File: src/rtl/conv1d_pkg.sv
// Shared types and widths for the 1D convolution sequencer.
// WEIGHT_REUSE_EN (optional) keeps weights resident between jobs.
package conv1d_pkg;

  localparam int DATA_W = 14;
  localparam int ACC_W  = 28;

  typedef enum logic [2:0] {
    LOAD_W,
    LOAD_X,
    COMPUTE,
    DRAIN,
    OUT
  } state_e;

endpackage

File: src/rtl/conv1d_ctrl_counter.sv
// Clear/enable up-counter used for the weight, sample, tap and output indices.
// Clear wins over enable; reset is synchronous and active-high.
module conv_counter
  import conv1d_pkg::*;
#(
  parameter int WIDTH = 4
) (
  input  logic             clk_i,
  input  logic             rst_i,
  input  logic             clr_i,
  input  logic             en_i,
  output logic [WIDTH-1:0] q_o
);

  logic [WIDTH-1:0] q_d, q_q;

  always_comb begin
    q_d = q_q;
    if (clr_i) begin
      q_d = '0;
    end else if (en_i) begin
      q_d = q_q + 1'b1;
    end
  end

  always_ff @(posedge clk_i) begin
    if (rst_i) begin
      q_q <= '0;
    end else begin
      q_q <= q_d;
    end
  end

  assign q_o = q_q;

endmodule

File: src/rtl/conv1d_ctrl.sv
// Load-weights / load-samples / sweep sequencer driving the conv memories and MAC.
// Define WEIGHT_REUSE_EN to skip the weight load on jobs after the first.
module conv1d_ctrl
  import conv1d_pkg::*;
#(
  parameter int N        = 8,
  parameter int M        = 3,
  parameter int ADDR_X_W = (N > 1) ? $clog2(N) : 1,
  parameter int ADDR_W_W = (M > 1) ? $clog2(M) : 1
) (
  input  logic                clk,
  input  logic                reset,
  input  logic                input_valid,
  output logic                input_ready,
  output logic                output_valid,
  input  logic                output_ready,
  output logic [ADDR_X_W-1:0] addr_x,
  output logic                wr_en_x,
  output logic [ADDR_W_W-1:0] addr_w,
  output logic                wr_en_w,
  output logic                clear_acc,
  output logic                en_acc
);

  localparam logic [ADDR_W_W-1:0] W_LAST = ADDR_W_W'(M - 1);
  localparam logic [ADDR_X_W-1:0] X_LAST = ADDR_X_W'(N - 1);
  localparam logic [ADDR_X_W-1:0] O_LAST = ADDR_X_W'(N - M);

  state_e state_q, state_d;
  logic   issue_q;

  logic [ADDR_W_W-1:0] wcnt, tap;
  logic [ADDR_X_W-1:0] xcnt, oidx;

  logic wcnt_clr, wcnt_en;
  logic xcnt_clr, xcnt_en;
  logic tap_clr, tap_en;
  logic oidx_clr, oidx_en;
  logic accept, hs;

  conv_counter #(.WIDTH(ADDR_W_W)) u_wcnt (
    .clk_i(clk), .rst_i(reset),
    .clr_i(wcnt_clr), .en_i(wcnt_en), .q_o(wcnt)
  );

  conv_counter #(.WIDTH(ADDR_X_W)) u_xcnt (
    .clk_i(clk), .rst_i(reset),
    .clr_i(xcnt_clr), .en_i(xcnt_en), .q_o(xcnt)
  );

  conv_counter #(.WIDTH(ADDR_W_W)) u_tap (
    .clk_i(clk), .rst_i(reset),
    .clr_i(tap_clr), .en_i(tap_en), .q_o(tap)
  );

  conv_counter #(.WIDTH(ADDR_X_W)) u_oidx (
    .clk_i(clk), .rst_i(reset),
    .clr_i(oidx_clr), .en_i(oidx_en), .q_o(oidx)
  );

  assign input_ready  = (state_q == LOAD_W) || (state_q == LOAD_X);
  assign output_valid = (state_q == OUT);
  assign accept       = input_valid && input_ready;
  assign hs           = output_valid && output_ready;

  always_ff @(posedge clk) begin
    if (reset) begin
      state_q <= LOAD_W;
      issue_q <= 1'b0;
    end else begin
      state_q <= state_d;
      issue_q <= (state_q == COMPUTE);
    end
  end

  // Read data lags the address by one cycle, so MAC enable trails issue.
  always_comb begin
    state_d   = state_q;
    clear_acc = 1'b0;
    en_acc    = 1'b0;
    wr_en_w   = 1'b0;
    wr_en_x   = 1'b0;
    addr_w    = tap;
    addr_x    = oidx + ADDR_X_W'(tap);
    wcnt_clr  = 1'b0;
    wcnt_en   = 1'b0;
    xcnt_clr  = 1'b0;
    xcnt_en   = 1'b0;
    tap_clr   = 1'b0;
    tap_en    = 1'b0;
    oidx_clr  = 1'b0;
    oidx_en   = 1'b0;
    unique case (state_q)
      LOAD_W: begin
        clear_acc = 1'b1;
        addr_w    = wcnt;
        addr_x    = xcnt;
        wr_en_w   = accept;
        wcnt_en   = accept;
        if (accept && (wcnt == W_LAST)) begin
          wcnt_clr = 1'b1;
          state_d  = LOAD_X;
        end
      end
      LOAD_X: begin
        clear_acc = 1'b1;
        addr_w    = '0;
        addr_x    = xcnt;
        wr_en_x   = accept;
        xcnt_en   = accept;
        if (accept && (xcnt == X_LAST)) begin
          xcnt_clr = 1'b1;
          oidx_clr = 1'b1;
          tap_clr  = 1'b1;
          state_d  = COMPUTE;
        end
      end
      COMPUTE: begin
        en_acc = issue_q;
        if (tap == W_LAST) begin
          state_d = DRAIN;
        end else begin
          tap_en = 1'b1;
        end
      end
      DRAIN: begin
        en_acc  = issue_q;
        state_d = OUT;
      end
      OUT: begin
        if (hs) begin
          clear_acc = 1'b1;
          if (oidx == O_LAST) begin
`ifdef WEIGHT_REUSE_EN
            state_d = LOAD_X;
`else
            state_d = LOAD_W;
`endif
          end else begin
            oidx_en = 1'b1;
            tap_clr = 1'b1;
            state_d = COMPUTE;
          end
        end
      end
      default: state_d = LOAD_W;
    endcase
  end

endmodule

File: config.mk
export PLATFORM = sky130hd
export DESIGN_NAME = conv1d_ctrl
export DESIGN_NICKNAME = d
export VERILOG_FILES = /design/src/rtl/conv1d_pkg.sv /design/src/rtl/conv1d_ctrl_counter.sv /design/src/rtl/conv1d_ctrl.sv
export SDC_FILE = /design/constraint.sdc
export NUM_CORES = 1
export LEC_CHECK = 0
export ABC_AREA = 1
export BUFFER_PORTS_ARGS = -buffer_cell sky130_fd_sc_hd__buf_2
export CORE_ASPECT_RATIO = 1.1
export CORE_MARGIN = 2
export CORE_UTILIZATION = 40
export DETAILED_ROUTE_END_ITERATION = 8
export SLEW_MARGIN = 10
export SYNTH_ARGS = -nofsm -noshare
export SYNTH_HDL_FRONTEND = slang
export SYNTH_SLANG_ARGS = --single-unit
File: constraint.sdc
create_clock -name clk -period 1.4 [get_ports clk]
set_input_delay 0.14 -clock clk [delete_from_list [all_inputs] [get_ports clk]]
set_output_delay 0.14 -clock clk [all_outputs]
set_load 0.02 [all_outputs]
## After elaboration in Yosys (flattened, before gate mapping)

Index checks and enable logic that the tools add are counted.

| word-level totals | value |
|---|---|
| register bits after elaboration | 14 |
| latch bits | 0 |
| bits in writable memories | 0 |
| ROM bits | 0 |
| input port bits | 4 |
| output and inout port bits | 11 |
| word-level logic and storage cells | 58 |
| memories | 0 |

| cells by class | value |
|---|---|
| add/sub/neg operators | 5 |
| multiply operators | 0 |
| divide/modulo/power cells | 0 |
| order comparisons | 0 |
| eq/ne operators | 12 |
| shifts and indexed selects | 0 |
| muxes and demuxes | 23 |
| bitwise operators | 0 |
| reduce and logical (&&, ||, !) cells | 12 |

Operators by type and width:

| cell | number |
|---|---|
| 2-to-1 mux 3 bit | 5 |
| one-hot mux 3 bit (5 select lines) | 1 |
| 2-to-1 mux 1 bit | 13 |
| OR reduction 2 bit | 5 |
| == test 3 bit (second input constant) | 3 |
| inequality test 2 x 1 -> 1 bit (second input constant) | 4 |
| adder 3 x 1 -> 3 bit (second input constant) | 2 |
| == test 3 x 2 -> 1 bit (second input constant) | 2 |
| adder 2 x 1 -> 2 bit (second input constant) | 2 |
| == test 2 bit (second input constant) | 2 |
| logical AND 1 bit | 4 |
| one-hot mux 1 bit (2 select lines) | 2 |
| one-hot mux 2 bit (2 select lines) | 1 |
| AND reduction 4 bit | 1 |
| adder 3 x 2 -> 3 bit | 1 |
| == test 3 x 1 -> 1 bit (second input constant) | 1 |
| zero test 3 bit | 1 |
| 2-to-1 mux 2 bit | 1 |
| logical OR 1 bit | 1 |

## Logic depth before layout (Yosys ltp)

| depth | value |
|---|---|
| depth in word-level cells | 7 |
| depth in mapped cells | 9 |
| gate-level depth less buffers | 9 |

## Modules after synthesis

A second synthesis with hierarchy kept.

| second synthesis, totals | value |
|---|---|
| cells, all modules | 131 |
| area, all modules | 847.1 µm² |

Modules (own cells, without submodules):

| module | instances | cells each | area an instance (µm²) | sequential area each (µm²) |
|---|---|---|---|---|
| conv1d_ctrl | 1 | 71 | 411.6 | 80.1 |
| conv_counter at u_oidx ... | 2 | 19 | 138.9 | 60.1 |
| conv_counter at u_tap ... | 2 | 11 | 78.8 | 40.0 |

## Worst setup path before layout

Ideal clock, no wire load.

| path | value |
|---|---|
| kind | register to output |
| start | register u_oidx.q_q[0], in the netlist u_oidx.q_o[0] |
| end | output addr_x[2] |
| arrival time | 1.560 ns |
| required time | 1.260 ns |
| path slack | -0.300 ns |
| stages on the path, launching flop included | 6 |
| path buffers | 0 |
| path through | dfxtp_1 ha_1 inv_1 fa_1 xor2_1 o21ai_0 |

| between the ends | value |
|---|---|
| longest elaborated chain between the ends | 2 |

RTL lines:

| element | line | RTL |
|---|---|---|
| from (decl) | conv1d_ctrl_counter.sv:15 | `logic [WIDTH-1:0] q_d, q_q;` |
| from (signal assigned) | conv1d_ctrl_counter.sv:30 | `q_q <= q_d;` |
| adder 3 x 2 -> 3 bit | conv1d_ctrl.sv:84 | `addr_x = oidx + ADDR_X_W'(tap);` |
| 2-to-1 mux 3 bit | conv1d_ctrl.sv:93 | `unique case (state_q)` |
| to (decl) | conv1d_ctrl.sv:17 | `output logic [ADDR_X_W-1:0] addr_x,` |

No other way between the ends.

## Final worst setup path

| path | value |
|---|---|
| start | register u_tap.q_q[1], in the netlist u_tap.q_o[1] |
| end | output addr_x[2] |

| between the ends | value |
|---|---|
| longest elaborated chain between the ends | 2 |

RTL lines:

| element | line |
|---|---|
| from (decl) | conv1d_ctrl_counter.sv:15 |
| from (signal assigned) | conv1d_ctrl_counter.sv:30 |
| adder 3 x 2 -> 3 bit | conv1d_ctrl.sv:84 |
| 2-to-1 mux 3 bit | conv1d_ctrl.sv:93 |

No other way between the ends.

==> qor.yml <==
pwr:
  p_leak_nw: 0.6421
  power_density_nw_per_um2: 1563
  ir_worst_vdd_mv: 1.036
  total_power_mw: 2.239
placed_design:
  dpl.cell_count: 170
  port_buffers: 14
  dp_hpwl_microns: 1389
  gp_congestion: 0.7947
  place_area_sq_um: 1069
  place_ws_ps: -80.95
floorplan:
  rows: 18
  dieHeight_microns: 53.98
  num_io_pins: 15
  start_util_pct: 41.16
  core-area_sq_um: 2207
  dieWidth_microns: 49.44
  die_area_sq_um: 2669
drt:
  viasPerCell: 4.606
  vias: 866
  dr.pass1.iters: 4
  remaining_drc_errors: 0
  ant_nets: 0
  wirelength_microns: 2137
  wl_per_cell_microns: 11.37
  drtIter0Drc: 7
global_routing:
  grt_max_degree: 9
  grt_overflow: 0
  grt_pass1_vias: 833
  antenna_found_initial: 0
  track_usage_pct: 17.15
  grt_pass1_wl_microns: 3450
cells_and_area:
  fin_nets: 171
  fill_cells: 200
  drive_gt1_share_pct: 51.27
  multi_input_area_sq_um: 694.4
  seqCellArea_sq_um: 296.5
  stdcell_count: 188
  final_util_pct: 64.91
  num_antenna_cells: 0
  stdcell_area_sq_um: 1433
  area_growth_syn_to_layout_pct: 57.71
sta:
  finalCritPeriodShare_pct: 121.6
  fin_tns_setup_ps: -954.4
  setup_viol: 8
  slew_headroom_pct: 86.37
  whs_ps: 39.05
  fin_ws_ps: -302.4
  finalHoldViolCount: 0
  max_freq_ghz: 0.5874
  fin_crit_ps: 1702
  fin_skew_ps: 11.67
  final_max_slew_viol_count: 0
  worst_slew_pin_slew_ps: 203.7
  grt_setup_unrepaired: "yes"
clock_tree:
  clk_latency_ps: 280
  clk_pin_slew_ps: 90
  cts.sinks: 14
  cts_root_buf: "clkbuf_4"
  cts_tree: "done"
  cts_buffers: 3
  clk_path_buf_depth: 2
  htree_levels: 1
synthesis:
  synthesis.area_sq_um: 908.4
  syn_inst: 120
  synth-simple-area-share_pct: 34.30
  syn-num-nets: 132
  ys_types: 22
  yosys-mux-area-fraction_pct: 0
  synth_xor_area_share_pct: 3.857
  ys_seq_area_share_pct: 30.85
  avgSynthCellArea_sq_um: 7.570
  synth_compound_area_share_pct: 11.29
  synth_seq_cells: 14
  yosysWarnings: 0
  synthAdderAreaFrac_pct: 11.85
  synth_top_family_by_area: "simple AND/OR/NAND/NOR gates"
critical_path:
  arrival_ps: 1560
  critPathRequiredTime_ps: 1260
  critPathMaxFanout: 2
  cp-start-kind: "flop"
  path_class: "flop to primary output"
  end_kind: "primary output"
status:
  violations: "negative setup slack"
  status: "finished, violations left"
min_path:
  hold_class: "input pin to flop"
job:
  maxCapViolCount: 0
==> synthesized netlist by cell type (all sizes together) <==
cell type  number  share of area (%)
nand2          31                 15
inv            19                7.9
dfxtp          14                 31
nor2           13                9.0
o21ai           9                6.2
a21oi           8                4.4
ha              7                9.6
nand3           7                4.4
xor2            4                3.9
or2             2                1.4
and2            1               0.69
and3            1               0.69
fa              1                2.2
nand3b          1                2.2
nand4           1               0.69
o22ai           1               0.69
==> placed cells by master (no fill, tap or decap), drive strengths merged <==
cell,Yosys,final
and2,1,1
or2,2,2
o21ai,9,9
inv,19,19
nand2,31,31
buf,0,34
nand3b,1,1
nand3,7,7
nor2,13,13
clkbuf,0,4
a21oi,8,8
fa,1,1
xor2,4,4
dfxtp,14,14
ha,7,7
o22ai,1,1
nand4,1,1
and3,1,1
==> final cells by class <==
type	instances	area share [%]
clock buffer	4	2.533
inverter	19	5.677
tap	30	2.620
timing repair buffer	34	20.00
sequential	14	20.70
multi-input combinational	87	48.47
==> where the power goes <==
part	leakage, nW	internal [mW]	switching (mW)
registers	0.118	0.476	0.0627
clock network	0.0210	0.158	0.136
logic	0.503	0.642	0.764
total	0.642	1.28	0.963
==> final timing paths <==
check | from | endpoint | slack [ps] | cells past startpoint
min reg2reg | u_xcnt.q_o[0]$_SDFFE_PP0P_ | u_xcnt.q_o[0]$_SDFFE_PP0P_ | 480 | 2
min | reset | state_q[2]$_SDFFE_PP0P_ | 40 | 2
max | u_tap.q_o[1]$_SDFFE_PP0N_ | addr_x[2] | -300 | 5
max reg2reg | state_q[0]$_SDFFE_PP0P_ | u_oidx.q_o[1]$_SDFFE_PP0P_ | -20 | 8
==> metal layers <==
metal	GRT usage [%]	vias to the layer above	part of all wire, %
met5	0	-	0
met1	19.53	387	44
met2	31.31	14	53
met4	7.870	0	0.75
met3	3.611	2	2.9
li1	-	463	-
==> what timing repair did <==
item                       4_1_cts  5_1_grt
pin swaps                        7        9
buffers inserted                 6        8
setup endpoints to repair        9       13
resized for setup               28       39
hold buffers                     0        0
==> kinds of logic after synthesis <==
| family | Yosys count |
|---|---|
| AOI/OAI and AO/OA | 18 |
| buffers and inverters | 19 |
| adders and majority gates | 8 |
| DFF | 14 |
| xor gates and xnor gates | 4 |
| and+or+nand+nor | 57 |
==> worst max-delay path, cell delays in order, from the launching register on <==
cell,delay (ps)
dfxtp_1,360
inv_1,110
fa_2,400
xor2_1,160
o21ai_2,130
buf_6,130
==> registers in the layout, summed over array words and instances, names as in the netlist <==
register / cells
u_oidx.q_o: 3
u_xcnt.q_o: 3
state_q: 3
issue_q: 1
u_tap.q_o: 2
u_wcnt.q_o: 2
Note: power is estimated with default switching activity, not from simulation.
